File: src/rtl/packed_array_pkg.sv
// packed_array_pkg: default sizes, element/array types and FSM states for packed_array_writer
package packed_array_pkg;
  localparam int DEF_NUM_ELEMS = 32;
  localparam int DEF_ELEM_W = 39;
  localparam int DEF_IDX_W = 11;
  localparam logic [DEF_ELEM_W-1:0] DEF_FILL_VALUE = 39'd114514;
  typedef logic [DEF_ELEM_W-1:0] elem_t;
  typedef logic [DEF_NUM_ELEMS-1:0][DEF_ELEM_W-1:0] arr_t;
  typedef enum logic {IDLE, FILL} state_t;
endpackage

File: src/rtl/packed_array_writer.sv
// packed_array_writer: range-checked single-element writes into a packed array plus a sequential bulk fill
module packed_array_writer
  import packed_array_pkg::*;
#(
  parameter int NUM_ELEMS = DEF_NUM_ELEMS,
  parameter int ELEM_W = DEF_ELEM_W,
  parameter int IDX_W = DEF_IDX_W,
  parameter logic [ELEM_W-1:0] FILL_VALUE = ELEM_W'(DEF_FILL_VALUE)
) (
  input  logic                        clk,
  input  logic                        rst,
  input  logic                        init_start,
  output logic                        init_busy,
  output logic                        fill_done,
  input  logic                        wr_valid,
  output logic                        wr_ready,
  input  logic [IDX_W-1:0]            wr_idx,
  input  logic [ELEM_W-1:0]           wr_data,
  output logic                        wr_err,
  output logic [IDX_W-1:0]            err_idx,
  output logic [7:0]                  err_cnt,
  output logic [NUM_ELEMS*ELEM_W-1:0] array_o
);
  localparam int PTR_W = NUM_ELEMS > 1 ? $clog2(NUM_ELEMS) : 1;
  state_t r_state, w_next;
  logic [PTR_W-1:0] r_ptr;
  logic [NUM_ELEMS-1:0][ELEM_W-1:0] r_arr;
  logic r_fill_done, r_wr_err;
  logic [IDX_W-1:0] r_err_idx;
  logic [7:0] r_err_cnt;
  logic w_last, w_acc, w_in_range;
  assign wr_ready = r_state == IDLE && !init_start;
  always_comb begin
    w_last = r_ptr == PTR_W'(NUM_ELEMS - 1);
    w_acc = wr_valid && wr_ready;
    // zero-extended full-width compare so high index bits are never dropped
    w_in_range = 32'(wr_idx) < 32'(NUM_ELEMS);
    w_next = r_state == IDLE ? (init_start ? FILL : IDLE) : (w_last ? IDLE : FILL);
  end
  always_ff @(posedge clk) begin
    if (rst) begin
      r_state <= IDLE;
      r_ptr <= '0;
      r_arr <= '0;
      r_fill_done <= 1'b0;
      r_wr_err <= 1'b0;
      r_err_idx <= '0;
      r_err_cnt <= '0;
    end else begin
      r_state <= w_next;
      r_fill_done <= r_state == FILL && w_last;
      r_wr_err <= w_acc && !w_in_range;
      if (r_state == FILL) begin
        r_arr[r_ptr] <= FILL_VALUE;
        r_ptr <= w_last ? '0 : r_ptr + PTR_W'(1);
      end else if (w_acc && w_in_range) begin
        r_arr[wr_idx[PTR_W-1:0]] <= wr_data;
      end
      if (w_acc && !w_in_range) begin
        r_err_idx <= wr_idx;
        r_err_cnt <= r_err_cnt + {7'd0, r_err_cnt != 8'hff};
      end
    end
  end
  assign init_busy = r_state == FILL;
  assign fill_done = r_fill_done;
  assign wr_err = r_wr_err;
  assign err_idx = r_err_idx;
  assign err_cnt = r_err_cnt;
  assign array_o = r_arr;
endmodule

File: config.mk
export PLATFORM = sky130hd
export DESIGN_NAME = packed_array_writer
export DESIGN_NICKNAME = d
export VERILOG_FILES = /design/src/rtl/packed_array_pkg.sv /design/src/rtl/packed_array_writer.sv
export SDC_FILE = /design/constraint.sdc
export NUM_CORES = 2
export LEC_CHECK = 0
export CORE_AREA = 4 4 512 514
export DETAILED_ROUTE_END_ITERATION = 7
export DIE_AREA = 0 0 516 518
export PLACE_DENSITY = 0.34
export SYNTH_ARGS = -nofsm -noshare
export SYNTH_HDL_FRONTEND = slang
export SYNTH_SLANG_ARGS = --single-unit
File: constraint.sdc
create_clock -name clk -period 4.6 [get_ports clk]
set_clock_uncertainty 0.1 [all_clocks]
set_input_delay 0.92 -clock clk [delete_from_list [all_inputs] [get_ports clk]]
set_output_delay 0.92 -clock clk [all_outputs]
set_load 0.02 [all_outputs]
==> impl_metrics.env <==
export IMPL_status="finished clean"
export IMPL_gr_total_overflow=0
export IMPL_drv_cap=0
export IMPL_synth_fa_ha_area_frac=0.00194
export IMPL_ys_warn_count=0
export IMPL_drtAntennaViolNets=0
export IMPL_hold_viol=0
export IMPL_cts_setup_buffers=0
export IMPL_vias=41500
export IMPL_powerDensity_nw_per_um2=402
export IMPL_synthCells=4174
export IMPL_syn_to_final_growth_pct=52.6
export IMPL_p_leak_nw=24.2
export IMPL_hp_class="flip-flop to flip-flop"
export IMPL_gp_congestion=0.783
export IMPL_antenna_found_initial=35
export IMPL_rsz0062_at_grt="no"
export IMPL_synth_top_family_by_area="compound AO/OA/AOI/OAI gates"
export IMPL_maxSlewHeadroom=0.0528
export IMPL_grt_max_degree=147
export IMPL_synth_xor_xnor_area_share=0.000775
export IMPL_die_area_um2=267000
export IMPL_grt_use_total=0.227
export IMPL_synthSimpleGateAreaFrac=0.123
export IMPL_synth_compound_area_frac=0.261
export IMPL_synth_edf_count=0
export IMPL_syn_nets=4235
export IMPL_ir_drop_mv=0.313
export IMPL_yosysMostFrequentCell="dfxtp_1"
export IMPL_ys_flop_type="dfxtp_1"
export IMPL_max_freq_mhz=242
export IMPL_dpl_cell_count=8618
export IMPL_fin_crit_sh=0.899
export IMPL_clockBufferDepth=3
export IMPL_yosysSeqAreaShare=0.565
export IMPL_clock_sinks=1275
export IMPL_ys_ff_latch=1275
export IMPL_worstPathRequired_ps=3580
export IMPL_io_pins=1325
export IMPL_critical_path_cell_chain="buf_12 > clkdlybuf4s50_1"
export IMPL_tns_ps=0
export IMPL_critPathLaunch="init_busy"
export IMPL_tightest_slew_ps=1410
export IMPL_first_pass_iters=7
export IMPL_register_area_um2=25500
export IMPL_clock_root_buffer="clkbuf_16"
export IMPL_start_util=0.176
export IMPL_finalCriticalPeriod_ps=4130
export IMPL_max_stage_delay_ps=780
export IMPL_synth_cell_types=67
export IMPL_cts_buffers=162
export IMPL_muxShareOfSynthArea=0.00155
export IMPL_core_rowCount=186
export IMPL_nets=5459
export IMPL_async_flop_share=0
export IMPL_synthTopCellsByArea="dfxtp_1 (56%), a22o_1 (16%), a2111oi_0 (4.9%)"
export IMPL_htreeDepth=4
export IMPL_wire_per_inst_um=35.6
export IMPL_synth_area_um2=45200
export IMPL_drc_errors=0
export IMPL_start_kind="flip-flop"
export IMPL_port_buffers=1324
export IMPL_crit_path_top_delay_cell="dfxtp_4"
export IMPL_synth_largest_area_cell="dfxtp_1"
export IMPL_die_h_um=518
export IMPL_grt_pass1_wl_mm=414
export IMPL_cts_tree="built"
export IMPL_clk_pin_slew_ps=60
export IMPL_crit_path_end_kind="primary output"
export IMPL_num_fill_cells=26800
export IMPL_vias_per_cell=4.66
export IMPL_clkLatencyLatePin_ps=800
export IMPL_final_instance_count_excl_fill=8919
export IMPL_yosysTopAreaCellShare=0.565
export IMPL_coreArea_um2=257000
export IMPL_syn_area_per_cell_um2=10.8
export IMPL_setup_viol=0
export IMPL_dpl_hpwl_mm=227
export IMPL_synthTopCellsByCount="dfxtp_1 (1275), a22o_1 (821), nor3_1 (385)"
export IMPL_path_class="flip-flop to primary output"
export IMPL_routed_wl_mm=318
export IMPL_grt_pass1_vias=41200
export IMPL_crit_fanout=146
export IMPL_cts_resized=0
export IMPL_drive_gt1_frac=0.123
export IMPL_r2r_start="init_busy"
export IMPL_min_from="array_o[1152]"
export IMPL_multi_input_area_um2=18400
export IMPL_dr_first_iter_drc_count=3086
export IMPL_arrival_ps=3110
export IMPL_postCtsHoldBufs=0
export IMPL_die_w_um=516
export IMPL_drv_slew=0
[metal layers]
metal	GRT usage	up-vias	routed length (µm)
met2	0.370	1675	147000
li1	-	18500	-
met4	0.0598	6	8720
met1	0.282	21100	132000
met5	0	-	45
met3	0.0838	292	30500
[cell type report]
type / instances / area share
clock inverter: 47 / 0.0110
inverter: 39 / 0.00219
antenna: 14 / 0.000508
multi-input combinational: 2367 / 0.266
timing repair buffer: 1553 / 0.221
sequential: 1275 / 0.370
tap: 3384 / 0.0614
clock buffer: 240 / 0.0684
[report_power, final]
part,switching (mW),leakage [nW],total [mW],internal (mW)
Clock,5.63,2.66,13.2,7.58
Combinational,2.07,11.2,3.00,0.932
Sequential,0.225,10.3,11.5,11.3
Total,7.93,24.2,27.7,19.8
[cells in the final DEF, fill, tap and decap left out, types with 8 or more instances in the layout]
master,count
clkbuf_16,162
a21oi_1,15
o2bb2ai_1,47
clkbuf_8,37
clkinv_2,19
nor3b_1,68
a2111oi_0,253
a2111oi_1,28
a22o_1,821
nand3_1,8
o21ai_4,8
buf_4,209
o21ai_0,22
inv_1,37
diode_2,14
nand2_1,65
nor2b_1,79
a2111oi_2,59
buf_12,20
nand2b_1,8
nor4_4,25
o21ai_1,13
o22ai_4,14
clkdlybuf4s50_1,1323
a32o_1,12
nor3_1,383
clkbuf_1,41
nor2_1,248
nor4_2,9
clkinv_16,11
dfxtp_1,1274
nor2_4,27
nand4_1,11
[sequential cells by signal, summed over array words and instances (netlist names)]
signal     cells
init_busy      1
array_o     1248
err_idx       11
wr_err         1
r_ptr          5
err_cnt        8
fill_done      1
[per-stage QoR]
| step | setup slack, ps | cell area (µm²) | power (mW) | utilization | hold slack (ps) |
|---|---|---|---|---|---|
| finish | 466 | 69000 | 27.7 | 0.269 | 342 |
| floorplan | 1550 | 45200 | 13.0 | - | 419 |
| detailed placement | 42.8 | 63500 | 14.8 | 0.247 | 335 |
| CTS | 401 | 69000 | 28.2 | 0.268 | 344 |
| global route | 321 | 69000 | 28.7 | 0.268 | 363 |
| global placement | 78.3 | 63500 | 14.8 | 0.247 | 333 |
[critical path: cells and delay by family, from the launching register on]
kind,cells,cell delay (ps)
buffers and inverters,2,1370
DFF,1,780
[kinds of logic (layout without fill, tap and decap cells)]
kind of cell / after synthesis / in the layout
compound gates: 1331 / 1331
xor+xnor: 4 / 4
fa+ha+maj: 7 / 7
buf+inv: 532 / 1879
flops: 1275 / 1275
mux: 7 / 7
other cells: 0 / 14
simple gates: 1018 / 1018
[worst paths after layout]
kind	end	slack, ps	cells after the start
hold / removal	array_o[1152]	340	2
hold reg to reg	array_o[1152]	340	2
setup reg to reg	array_o[433]	1050	5
setup / recovery	init_busy	470	2
No activity file was read; power rests on OpenSTA's default activity.
==> edit: new RTL, same settings <==
The output `wr_err` loses its register stage (`r_wr_err` becomes a continuous assignment).
--- a/src/rtl/packed_array_writer.sv
+++ b/src/rtl/packed_array_writer.sv
@@ -45,3 +45,2 @@
       r_fill_done <= 1'b0;
-      r_wr_err <= 1'b0;
       r_err_idx <= '0;
@@ -51,3 +50,2 @@
       r_fill_done <= r_state == FILL && w_last;
-      r_wr_err <= w_acc && !w_in_range;
       if (r_state == FILL) begin
@@ -64,2 +62,4 @@
   end
+
+  assign r_wr_err = w_acc && !w_in_range;
   assign init_busy = r_state == FILL;
Function: not settled (the Yosys comparison gave no result); the edit may change what the design does.
==> edit against the unedited design <==
  * Via count grew 3.3%
  * Non-clock buffer count shrank 3
  * Die area is the same
  * Hold slack gained 0.013 ns
  * Largest cell class unchanged
  * Sequential cell count shrank 1
  * Power grew 0.98%
  * Routed wire length grew 0.94%
  * Register-to-register slack gained 0.22 ns
  * Cell area grew 0.56%
  * Synthesized area grew 0.60%
  * Worst setup slack lost 0.044 ns
==> edit: results (changes against the unedited design) <==
- DRC Markers: 0 (unchanged)
- Seq/Total Area, Yosys: 56.1% (was 56.5%)
- Pin count of the biggest net entering global routing: 139 (was 147)
- Post-CTS setup repair buffer count: 0 (unchanged)
- Syn Nets: 4378 (was 4235)
- HPWL after DPL: 229000 µm (was 227000 µm)
- Slew headroom: 17.4% (was 5.28%)
- Final wirelength: 321000 µm (was 318000 µm)
- HP Class: reg -> reg (unchanged)
- Port buffer count: 1324 (unchanged)
- Clock group: 13.4 mW
- Unique masters post-synth: 66 (was 67)
- Synth Flop Type: dfxtp_1 (unchanged)
- Placement-stage worst setup slack: 0.410 ns (was 0.0428 ns)
- Post-synthesis average cell area: 10.5 µm² (was 10.8 µm²)
- Logic pwr share: 10.9%
- Layout cell share with drive strength beyond 1: 12.0% (was 12.3%)
- Top post-synthesis cells by count: dfxtp_1, a22o_1, clkbuf_1 (was dfxtp_1, a22o_1, nor3_1)
- Max FFs per register: 1248 (unchanged)
- CTS buffer count: 161 (was 162)
- First-pass GRT wire length: 418000 µm (was 414000 µm)
- Post-cts sizing count: 0 (unchanged)
- Vias in the first global route: 41338 (was 41220)
- Post-synth ARST share: 0% (unchanged)
- Status: completed (unchanged)
- Fin nets: 5583 (was 5459)
- Static leakage: 24.1 nW (was 24.2 nW)
- Slowest-stage cell, CP: or4_4 (was dfxtp_4)
- DR WL/cell: 35.4 µm (was 35.6 µm)
- Root Driver: clkbuf_16 (unchanged)
- Max rail drop VDD: 338 µV (was 313 µV)
- Comb. pwr: 3.07 mW (was 3.00 mW)
- First-iteration detailed-routing DRC count: 3462 (was 3086)
- Tot GR Track Use: 22.9% (was 22.7%)
- CP Max Fanout: 2 (was 146)
- Worst path max stage delay: 0.63 ns (was 0.78 ns)
- Warnings from Yosys: 0 (unchanged)
- Vias per cell: 4.74 (was 4.66)
- Antenna violations before repair: 52 (was 35)
- Clock transition at path regs: 0.06 ns (about the same)
- Htree depth: 4 (unchanged)
- Layout fillers: 26923 (was 26808)
- Inst Count DP: 8743 (was 8618)
- Synth area leaders: dfxtp_1, a22o_1, a2111oi_0, nor3_1, clkbuf_1 (unchanged)
- Longest Clk Path Bufs: 3 (unchanged)
- Drt pass-1 iters: 5 (was 7)
- Placer Congestion: 0.774 (was 0.783)
- Area post-placement: 0.0638 mm² (was 0.0635 mm²)
- Switch share: 28.4% (was 28.6%)
- Worst skew pair latency: 0.82 ns (was 0.80 ns)
-- edit: cell types whose count changed after synthesis, moves of 40 or more --
cell / before / now
a2111oi_0: 253 / 213
a22o_1: 821 / 652
a32o_1: 12 / 52
nand2_1: 66 / 216
nor2_1: 280 / 337
nor2b_1: 80 / 34
nor3_1: 385 / 309
o22ai_1: 19 / 154
-- edit: cell type report --
cell class,instances,area (µm²),area share [%]
sequential,1274,25500,36.8
clock inverter,50,837,1.21
inverter,14,65.1,0.0938
timing repair buffer,1550,15400,22.2
tap,3384,4230,6.10
antenna,22,55.1,0.0793
multi-input combinational,2521,18600,26.7
clock buffer,240,4740,6.82
-- edit: metal layers --
metal	wire length (µm)	part of all wire, %	global-route usage [%]
met1	133000	42	28.4
met2	150000	47	37.9
met3	27200	8.5	7.31
met4	9430	2.9	6.40
met5	28	0.0087	0
-- edit: cells by family after synthesis --
kind of cell / Yosys count / synth area share, %
flip-flops: 1274 / 56.1
AO/OA/AOI/OAI: 1339 / 25.5
multiplexers: 14 / 0.308
buffers and inverters: 522 / 4.63
AND/OR/NAND/NOR: 1158 / 13.2
XOR/XNOR: 3 / 0.0578
adder cells (fa/ha/maj): 7 / 0.193
-- edit: final timing paths --
path                            slack (ns)  depth (start not counted)             to          start
worst max-delay path                  0.42                          5         wr_err     wr_idx[10]
worst min-delay path                  0.35                          2  array_o[1242]  array_o[1242]
worst max register to register        1.27                          6   array_o[777]       r_ptr[0]
worst min register to register        0.35                          2  array_o[1242]  array_o[1242]
-- edit: worst max-delay path: cells and delay by family --
kind | cells | cell delay, ns
AO/OA/AOI/OAI | 1 | 0.32
buffers and inverters | 3 | 1.29
AND/OR/NAND/NOR | 1 | 0.63
